### config.mk
export PLATFORM = sky130hd
export DESIGN_NAME = rom_dl_sequencer
export DESIGN_NICKNAME = d
export VERILOG_FILES = /design/src/rtl/rom_dl_sequencer.sv
export SDC_FILE = /design/constraint.sdc
export NUM_CORES = 1
export LEC_CHECK = 0
export CORE_MARGIN = 3
export CORE_UTILIZATION = 35
export CTS_CLUSTER_SIZE = 24
export DETAILED_ROUTE_END_ITERATION = 6
export PLACE_DENSITY = 0.59
export SYNTH_ARGS = -nofsm -noshare
export SYNTH_HDL_FRONTEND = slang
export SYNTH_SLANG_ARGS = --single-unit
### constraint.sdc
create_clock -name CLK_DL -period 5 [get_ports CLK_DL]
set_input_delay 0.5 -clock CLK_DL [delete_from_list [all_inputs] [get_ports CLK_DL]]
set_output_delay 0.5 -clock CLK_DL [all_outputs]
set_load 0.02 [all_outputs]
### src/rtl/rom_dl_sequencer.sv
// ============================================================================
// Module  : rom_dl_sequencer
// Brief   : ROM download front end; turns the ioctl byte stream into ROM bank
//           write strobes, checks contiguity/length, gates the core reset.
// Rev     : 1.0  initial release
// ============================================================================
`default_nettype none

module rom_dl_sequencer #(
  parameter logic [7:0]  ROM_INDEX      = 8'h00,
  parameter logic [24:0] EXPECTED_BYTES = 25'hA0200,
  parameter int          FLUSH_CYCLES   = 4
) (
  input  logic        CLK_DL,
  input  logic        RESET_N,
  input  logic        IOCTL_DOWNLOAD,
  input  logic [7:0]  IOCTL_INDEX,
  input  logic        IOCTL_WR,
  input  logic [24:0] IOCTL_ADDR,
  input  logic [7:0]  IOCTL_DOUT,
  output logic [24:0] DL_ADDR,
  output logic [7:0]  DL_DATA,
  output logic        DL_WR,
  output logic [24:0] BYTE_COUNT,
  output logic        ROM_BUSY,
  output logic        ROM_OK,
  output logic        ROM_ERR
);

  typedef enum logic [2:0] {
    S_IDLE  = 3'd0,
    S_LOAD  = 3'd1,
    S_FLUSH = 3'd2,
    S_DONE  = 3'd3,
    S_ERROR = 3'd4
  } state_t;

  localparam logic [3:0]  FLUSH_INIT = 4'(FLUSH_CYCLES);
  localparam logic [24:0] COUNT_MAX  = '1;

  state_t      state, state_nxt;
  logic        match, match_d, dl_rise, start;
  logic        accept, in_range;
  logic [3:0]  flush_cnt, flush_cnt_nxt;
  logic        addr_err, addr_err_nxt, err_base;
  logic [24:0] byte_count, byte_count_nxt, count_base;

  always_comb begin
    match    = IOCTL_DOWNLOAD && (IOCTL_INDEX == ROM_INDEX);
    dl_rise  = match && !match_d;
    // A new load may only begin from a resting state; a rise during FLUSH is ignored.
    start    = dl_rise && ((state == S_IDLE) || (state == S_DONE) || (state == S_ERROR));
    accept   = IOCTL_WR && ((state == S_LOAD) || start);
    in_range = IOCTL_ADDR < EXPECTED_BYTES;
    count_base = start ? '0 : byte_count;
    err_base   = start ? 1'b0 : addr_err;
  end

  always_comb begin
    state_nxt      = state;
    flush_cnt_nxt  = flush_cnt;
    byte_count_nxt = count_base;
    addr_err_nxt   = err_base;

    if (accept) begin
      if (count_base != COUNT_MAX)
        byte_count_nxt = count_base + 25'd1;
      if (!in_range || (IOCTL_ADDR != count_base))
        addr_err_nxt = 1'b1;
    end

    case (state)
      S_IDLE, S_DONE, S_ERROR: begin
        if (start)
          state_nxt = S_LOAD;
      end
      S_LOAD: begin
        if (!match) begin
          state_nxt     = S_FLUSH;
          flush_cnt_nxt = FLUSH_INIT;
        end
      end
      S_FLUSH: begin
        flush_cnt_nxt = flush_cnt - 4'd1;
        if (flush_cnt <= 4'd1) begin
          flush_cnt_nxt = '0;
          if ((byte_count == EXPECTED_BYTES) && !addr_err)
            state_nxt = S_DONE;
          else
            state_nxt = S_ERROR;
        end
      end
      default: state_nxt = S_IDLE;
    endcase
  end

  always_ff @(posedge CLK_DL or negedge RESET_N) begin
    if (!RESET_N) begin
      state      <= S_IDLE;
      match_d    <= 1'b0;
      flush_cnt  <= '0;
      addr_err   <= 1'b0;
      byte_count <= '0;
    end else begin
      state      <= state_nxt;
      match_d    <= match;
      flush_cnt  <= flush_cnt_nxt;
      addr_err   <= addr_err_nxt;
      byte_count <= byte_count_nxt;
    end
  end

  // Out-of-range bytes are counted but never reach the banks.
  always_ff @(posedge CLK_DL or negedge RESET_N) begin
    if (!RESET_N) begin
      DL_WR   <= 1'b0;
      DL_ADDR <= '0;
      DL_DATA <= '0;
    end else begin
      DL_WR <= accept && in_range;
      if (accept && in_range) begin
        DL_ADDR <= IOCTL_ADDR;
        DL_DATA <= IOCTL_DOUT;
      end
    end
  end

  always_comb begin
    BYTE_COUNT = byte_count;
    ROM_BUSY   = (state != S_DONE);
    ROM_OK     = (state == S_DONE);
    ROM_ERR    = (state == S_ERROR);
  end

endmodule

`default_nettype wire

### Word-level counts from Yosys, hierarchy flattened

Index checks and enable logic that the tools add are counted.

| storage, ports and cells | value |
|---|---|
| flip-flop bits (word level) | 68 |
| input bits | 45 |
| output and inout port bits | 62 |
| logic and storage cells | 56 |

| operators by class | value |
|---|---|
| add/subtract/negate cells | 2 |
| $lt $le $gt $ge | 2 |
| equality and inequality tests | 11 |
| multiplexer cells | 14 |
| reduce and logical (&&, ||, !) cells | 19 |

Operators by type and width:

| operator | number |
|---|---|
| $mux 25 | 3 |
| $add 25x1->25 const B | 1 |
| $eq 25x20->1 const B | 1 |
| $lt 25x20->1 const B | 1 |
| $ne 25x25->1 | 1 |
| $ne 25x25->1 const B | 1 |
| $mux 3 | 4 |
| $pmux 3 s3 | 1 |
| $logic_not 8->1 | 1 |
| $mux 4 | 2 |
| $pmux 4 s2 | 1 |
| $eq 3x2->1 const B | 2 |
| $logic_and 1x1->1 | 6 |
| $ne 2x2->1 const B | 3 |
| $le 4x1->1 const B | 1 |
| $logic_or 1x1->1 | 4 |
| $sub 4x1->4 const B | 1 |
| $eq 3x1->1 const B | 1 |
| $eq 3x3->1 const B | 1 |
| $logic_not 1->1 | 3 |
| $logic_not 3->1 | 1 |
| $mux 1 | 3 |
| $ne 3x2->1 const B | 1 |
| $reduce_and 3->1 | 1 |
| other kinds (3) | 3 |

### Logic depth before layout (Yosys ltp)

| logic depth | value |
|---|---|
| depth in word-level cells | 9 |
| mapped depth | 15 |
| gate-level depth less buffers | 13 |

### Worst setup path before layout

OpenSTA, ideal clock, no wires.

| path | value |
|---|---|
| path kind | register to register |
| start | register state[2] |
| end | register byte_count[19], in the netlist BYTE_COUNT[19] |
| arrival | 2.727 ns |
| data required time | 4.868 ns |
| path slack | 2.141 ns |
| stages on the path, launching flop included | 14 |
| buffers on the path | 2 |
| period minus slack after synthesis | 2.859 ns |
| cell sequence | dfrtp_1 > nand3b_1 > a21oi_2 > nand2_1 > clkbuf_1 > and2_1 > ha_1 > clkbuf_1 > inv_1 > nor3_1 > nor2b_1 > nor4b_1 > xnor2_1 > nor2_1 |

| on the way | value |
|---|---|
| longest elaborated chain between the ends | 8 |
| elaborated cells between the ends (all ways) | 14 |

RTL lines:

| item | line | RTL |
|---|---|---|
| from (decl) | 41 | `state_t state, state_nxt;` |
| from (signal assigned) | 105 | `state <= state_nxt;` |
| $eq 3x2->1 or $logic_not 3->1 (tied branches) | 52 | `start = dl_rise && ((state == S_IDLE) \|\| (state == S_DONE) \|\| (state == S_ERROR));` |
| $logic_or 1x1->1 (2 in a row) | 52 |  |
| $logic_and 1x1->1 | 52 |  |
| $mux 25 | 55 | `count_base = start ? '0 : byte_count;` |
| $add 25x1->25 or $ne 25x25->1 (tied branches) | 67, 66 |  |
| $mux 25 | 66 | `if (count_base != COUNT_MAX)` |
| $mux 25 (*) | 65 | `if (accept) begin` |
| named net byte_count_nxt[19] | 46 | `logic [24:0] byte_count, byte_count_nxt, count_base;` |
| to (signal assigned) | 109 | `byte_count <= byte_count_nxt;` |
| to (decl) | 46 |  |

Mark *: on every way through the listed nets, which the timed path passes. The rest lies on a longest branch.
A chain may end at the register's enable or synchronous reset.

### Final worst setup path

| path | value |
|---|---|
| start | input port IOCTL_INDEX[1] |
| end | register byte_count[19], in the netlist BYTE_COUNT[19] |

| on the way | value |
|---|---|
| longest elaborated chain between the ends | 8 |
| elaborated cells between the ends (all ways) | 11 |

RTL lines:

| item | line | RTL |
|---|---|---|
| from (decl) | 17 | `input logic [7:0] IOCTL_INDEX,` |
| $logic_not 8->1 (*) | 49 | `match = IOCTL_DOWNLOAD && (IOCTL_INDEX == ROM_INDEX);` |
| $logic_and 1x1->1 (*) | 49 |  |
| named net match | 42 | `logic match, match_d, dl_rise, start;` |
| $logic_and 1x1->1 (*) | 50 | `dl_rise = match && !match_d;` |
| $logic_and 1x1->1 (*) | 52 |  |
| $mux 25 | 55 |  |
| $add 25x1->25 or $ne 25x25->1 (tied branches) | 67, 66 |  |
| $mux 25 | 66 |  |
| $mux 25 (*) | 65 |  |
| named net byte_count_nxt[19] | 46 |  |

Marks and branches as above.

==> flow_summary.ini <==
[synthesis]
post-synth-top-area-fraction_pct = 44.40
synth_compound_area_share_pct = 12.50
yosys-top-cells-count = 68 x sky130_fd_sc_hd__dfrtp_1, 31 x sky130_fd_sc_hd__inv_1, 30 x sky130_fd_sc_hd__nor2_1, 21 x sky130_fd_sc_hd__nand2_1, 17 x sky130_fd_sc_hd__mux2_4
ys_seq_elements = 68
async_reset_ff_share_pct = 100.0
mappedNetlistNets = 426
yosys_most_used_dff = sky130_fd_sc_hd__dfrtp_1
post_synth.cell_area_avg_sq_um = 10.14
syn_area_sq_um = 3832
synth_top_family_by_area = simple AND/OR/NAND/NOR gates
synthesized_instance_count = 378
synth_simple_gate_area_share_pct = 21.91
synthDominantAreaCellType = sky130_fd_sc_hd__dfrtp_1
synthMuxAreaShare_pct = 10.41
synth_cell_type_count = 63
synth_seq_area_share_pct = 44.40
synthXorXnorAreaFrac_pct = 4.114
post-synth-top-count-cell = sky130_fd_sc_hd__dfrtp_1
synth.yosys.warnings = 0
synthTopCellsByArea = sky130_fd_sc_hd__dfrtp_1 44%, sky130_fd_sc_hd__mux2_4 6.7%, sky130_fd_sc_hd__xnor2_1 3.7%, sky130_fd_sc_hd__inv_1 3.0%, sky130_fd_sc_hd__nor2_1 2.9%
post_synth_fa_ha_maj_area_fraction_pct = 0.9794
synth-edff-count = 0

[clock_network]
clk_pin_slew_worst_paths_ns = 0.08
postCtsSetupRepairBufs = 0
cts_max_level = 3
ctsHoldBuffers = 0
ctsRootBufferMaster = sky130_fd_sc_hd__clkbuf_8
tritoncts = done
tritoncts.num_buffers = 9
worstSkewPairLatency_ns = 0.34
clock-sinks = 68
postCtsResizedCells = 0
cts-root-to-sink-buffers = 2

[drt]
finalWirelength_microns = 11030
dr_total_vias = 3361
final_antenna_net_count = 0
dr.pass1.iters = 5
drc = 0
drt-wirelength-per-cell_microns = 17.75
post_drt_via_cell_ratio = 5.412
drt_iter0_drc = 235

[power_and_ir_drop]
power.ir.vdd_worst_mv = 0.1306
clockPowerShare_pct = 30.7
p_switching_uw = 472.5
sw_frac_of_total_pct = 31.45
power_frac_seq_pct = 44.4
powerDensity_nw_per_um2 = 290.4
combinationalPowerShare_pct = 24.9
p_leak_uw = 0.002233
p_int_uw = 1030

[critical_path]
cpPeakStageDelay_ns = 0.41
flop_to_flop_setup_slack_ns = 1.90
criticalPathCategory = primary input to flop
worst_setup_path_end_kind = flop
worst_path_max_delay_cell = sky130_fd_sc_hd__nor4b_1
timing.critical_path.from_type = primary input
timing.critical_path.required_ns = 5.22
maximum_net_fanout_on_the_critical_path = 16
cpLargestDelayFamily = simple AND/OR/NAND/NOR gates
crit_path_arrival_time_ns = 3.46
crit_path_cell_trace = clkdlybuf4s50_1, nor3_1, nand4_1, inv_1, nand2_1, and2_1, ha_1, inv_1, nor3_1, nor2b_1, nor4b_1, xnor2_1, nor2_1
critical_path.n_buffers_inverters = 3

[sta]
timing.final.hold_violations = 0
final-setup-viol-count = 0
tns_ns = 0
achievable-frequency_mhz = 308.9
finalWorstPathRequiredPeriod_ns = 3.237
rsz0062_at_grt = no
skew_ns = 0.01108
worst_slew_margin_rel_pct = 44.14
layout_worst_path_cycle_share_pct = 64.74
max_slew.worst_pin.slew_ns = 0.8309
drv_slew = 0

[status]
status = finished, final reports clean

[floorplanning]
die-area_sq_um = 12240
initial_utilization_pct = 36.47
placement_rows = 37
core_region_area_sq_um = 10510
die_width_microns = 110.6
dieHeight_microns = 110.6
top_level_ports = 107

[grt]
gr-usage-all-layers_pct = 18.38
first_global_vias = 3347
grt_antenna_before_repair = 0
grt_pass1_wl_microns = 18260
largest_net_degree_at_the_start_of_global_routing = 51
gr-total-overflow = 0

[finish]
flow.area_growth_from_synthesis_pct = 35.00
design.final.nets = 528
antenna_cells = 0
nFillCells = 1006
layout_cells_sized_above_1_pct = 11.96
post_layout_nonfiller_instances = 621

[placed_design]
dp_hpwl_microns = 8341
place.gp.congestion = 0.9221
dpl.cell_count = 605
placement.io_buffers = 106

[min_path]
hold_path_class = primary input to async pin

[run]
cap_viol_max_count = 0
[cells by family after synthesis]
logic type	count (synthesis)
AOI/OAI and AO/OA	64
xor gates and xnor gates	18
adders and majority gates	3
buffers and inverters	48
DFF	68
muxes	30
and+or+nand+nor	147
[flip-flops by register name, indices dropped and copies added, names as in the netlist]
register and flops:
DL_WR 1, DL_DATA 8, BYTE_COUNT 25, flush_cnt 4
DL_ADDR 25, match_d 1, addr_err 1, state 3
[path summary, 6_finish.rpt]
check	start	endpoint	cells after the start
max	IOCTL_INDEX[1]	BYTE_COUNT[19]$_DFF_PN0_	13
min	RESET_N	DL_ADDR[21]$_DFFE_PN0P_	1
max reg2reg	state[0]$_DFFE_PN0P_	BYTE_COUNT[19]$_DFF_PN0_	11
min reg2reg	DL_ADDR[21]$_DFFE_PN0P_	DL_ADDR[21]$_DFFE_PN0P_	1
max in group asynchronous	RESET_N	BYTE_COUNT[16]$_DFF_PN0_	2
min in group CLK_DL	DL_ADDR[21]$_DFFE_PN0P_	DL_ADDR[21]$_DFFE_PN0P_	1
[stage by stage]
| step | util, % | hold WS [ns] | cell area (sq um) | setup WS (ns) | power, uW |
|---|---|---|---|---|---|
| floorplan | - | 0.2044 | 3832 | 2.141 | 893.6 |
| global placement | 47.32 | 0.4654 | 4972 | 1.604 | 1042 |
| detailed placement | 47.32 | 0.4736 | 4972 | 1.418 | 1053 |
| CTS | 49.23 | 0.09260 | 5174 | 1.770 | 1519 |
| global route | 49.23 | 0.1118 | 5174 | 1.491 | 1589 |
| finish | 49.23 | 0.08882 | 5174 | 1.763 | 1502 |
[power groups by stage]
| stage | Combinational [uW] | Sequential [uW] | Clock [uW] |
|---|---|---|---|
| 6_report | 374 | 667 | 462 |
| 5_1_grt | 411 | 676 | 502 |
| 4_1_cts | 379 | 666 | 475 |
| 3_5_place_dp | 376 | 677 | 0 |
| 3_3_place_gp | 367 | 675 | 0 |
| 2_1_floorplan | 221 | 673 | 0 |
[area by class of cell]
type | count | area (sq um) | area share, %
clock buffers | 10 | 137.6 | 2.660
clock inverters | 6 | 63.81 | 1.233
inverters | 31 | 116.4 | 2.249
multi-input cells | 262 | 1913 | 36.98
flip-flops and latches | 68 | 1702 | 32.89
well taps | 136 | 170.2 | 3.289
repair buffers | 108 | 1071 | 20.70
[cells in the final DEF (no fill, tap or decap), drive strengths merged, types with 10 or more instances in the layout]
master / Yosys / final
a21oi: 11 / 11
nand4: 11 / 11
o22ai: 10 / 10
inv: 31 / 31
nor3: 13 / 13
nor4: 12 / 12
and2: 10 / 10
o21ai: 12 / 12
dfrtp: 68 / 68
nand3: 12 / 12
clkbuf: 9 / 10
nor2: 30 / 30
clkdlybuf4s50: 0 / 105
nand2: 22 / 22
xnor2: 16 / 16
mux2: 28 / 28
[routing by layer]
metal | track usage [%] | vias to the layer above | wire (microns)
li1 | - | 1572 | -
met1 | 26.10 | 1617 | 5070
met2 | 28.16 | 155 | 5022
met3 | 4.658 | 17 | 789
met4 | 4.433 | 0 | 143
met5 | 0 | - | 0
No activity file was read; power rests on OpenSTA's default activity.
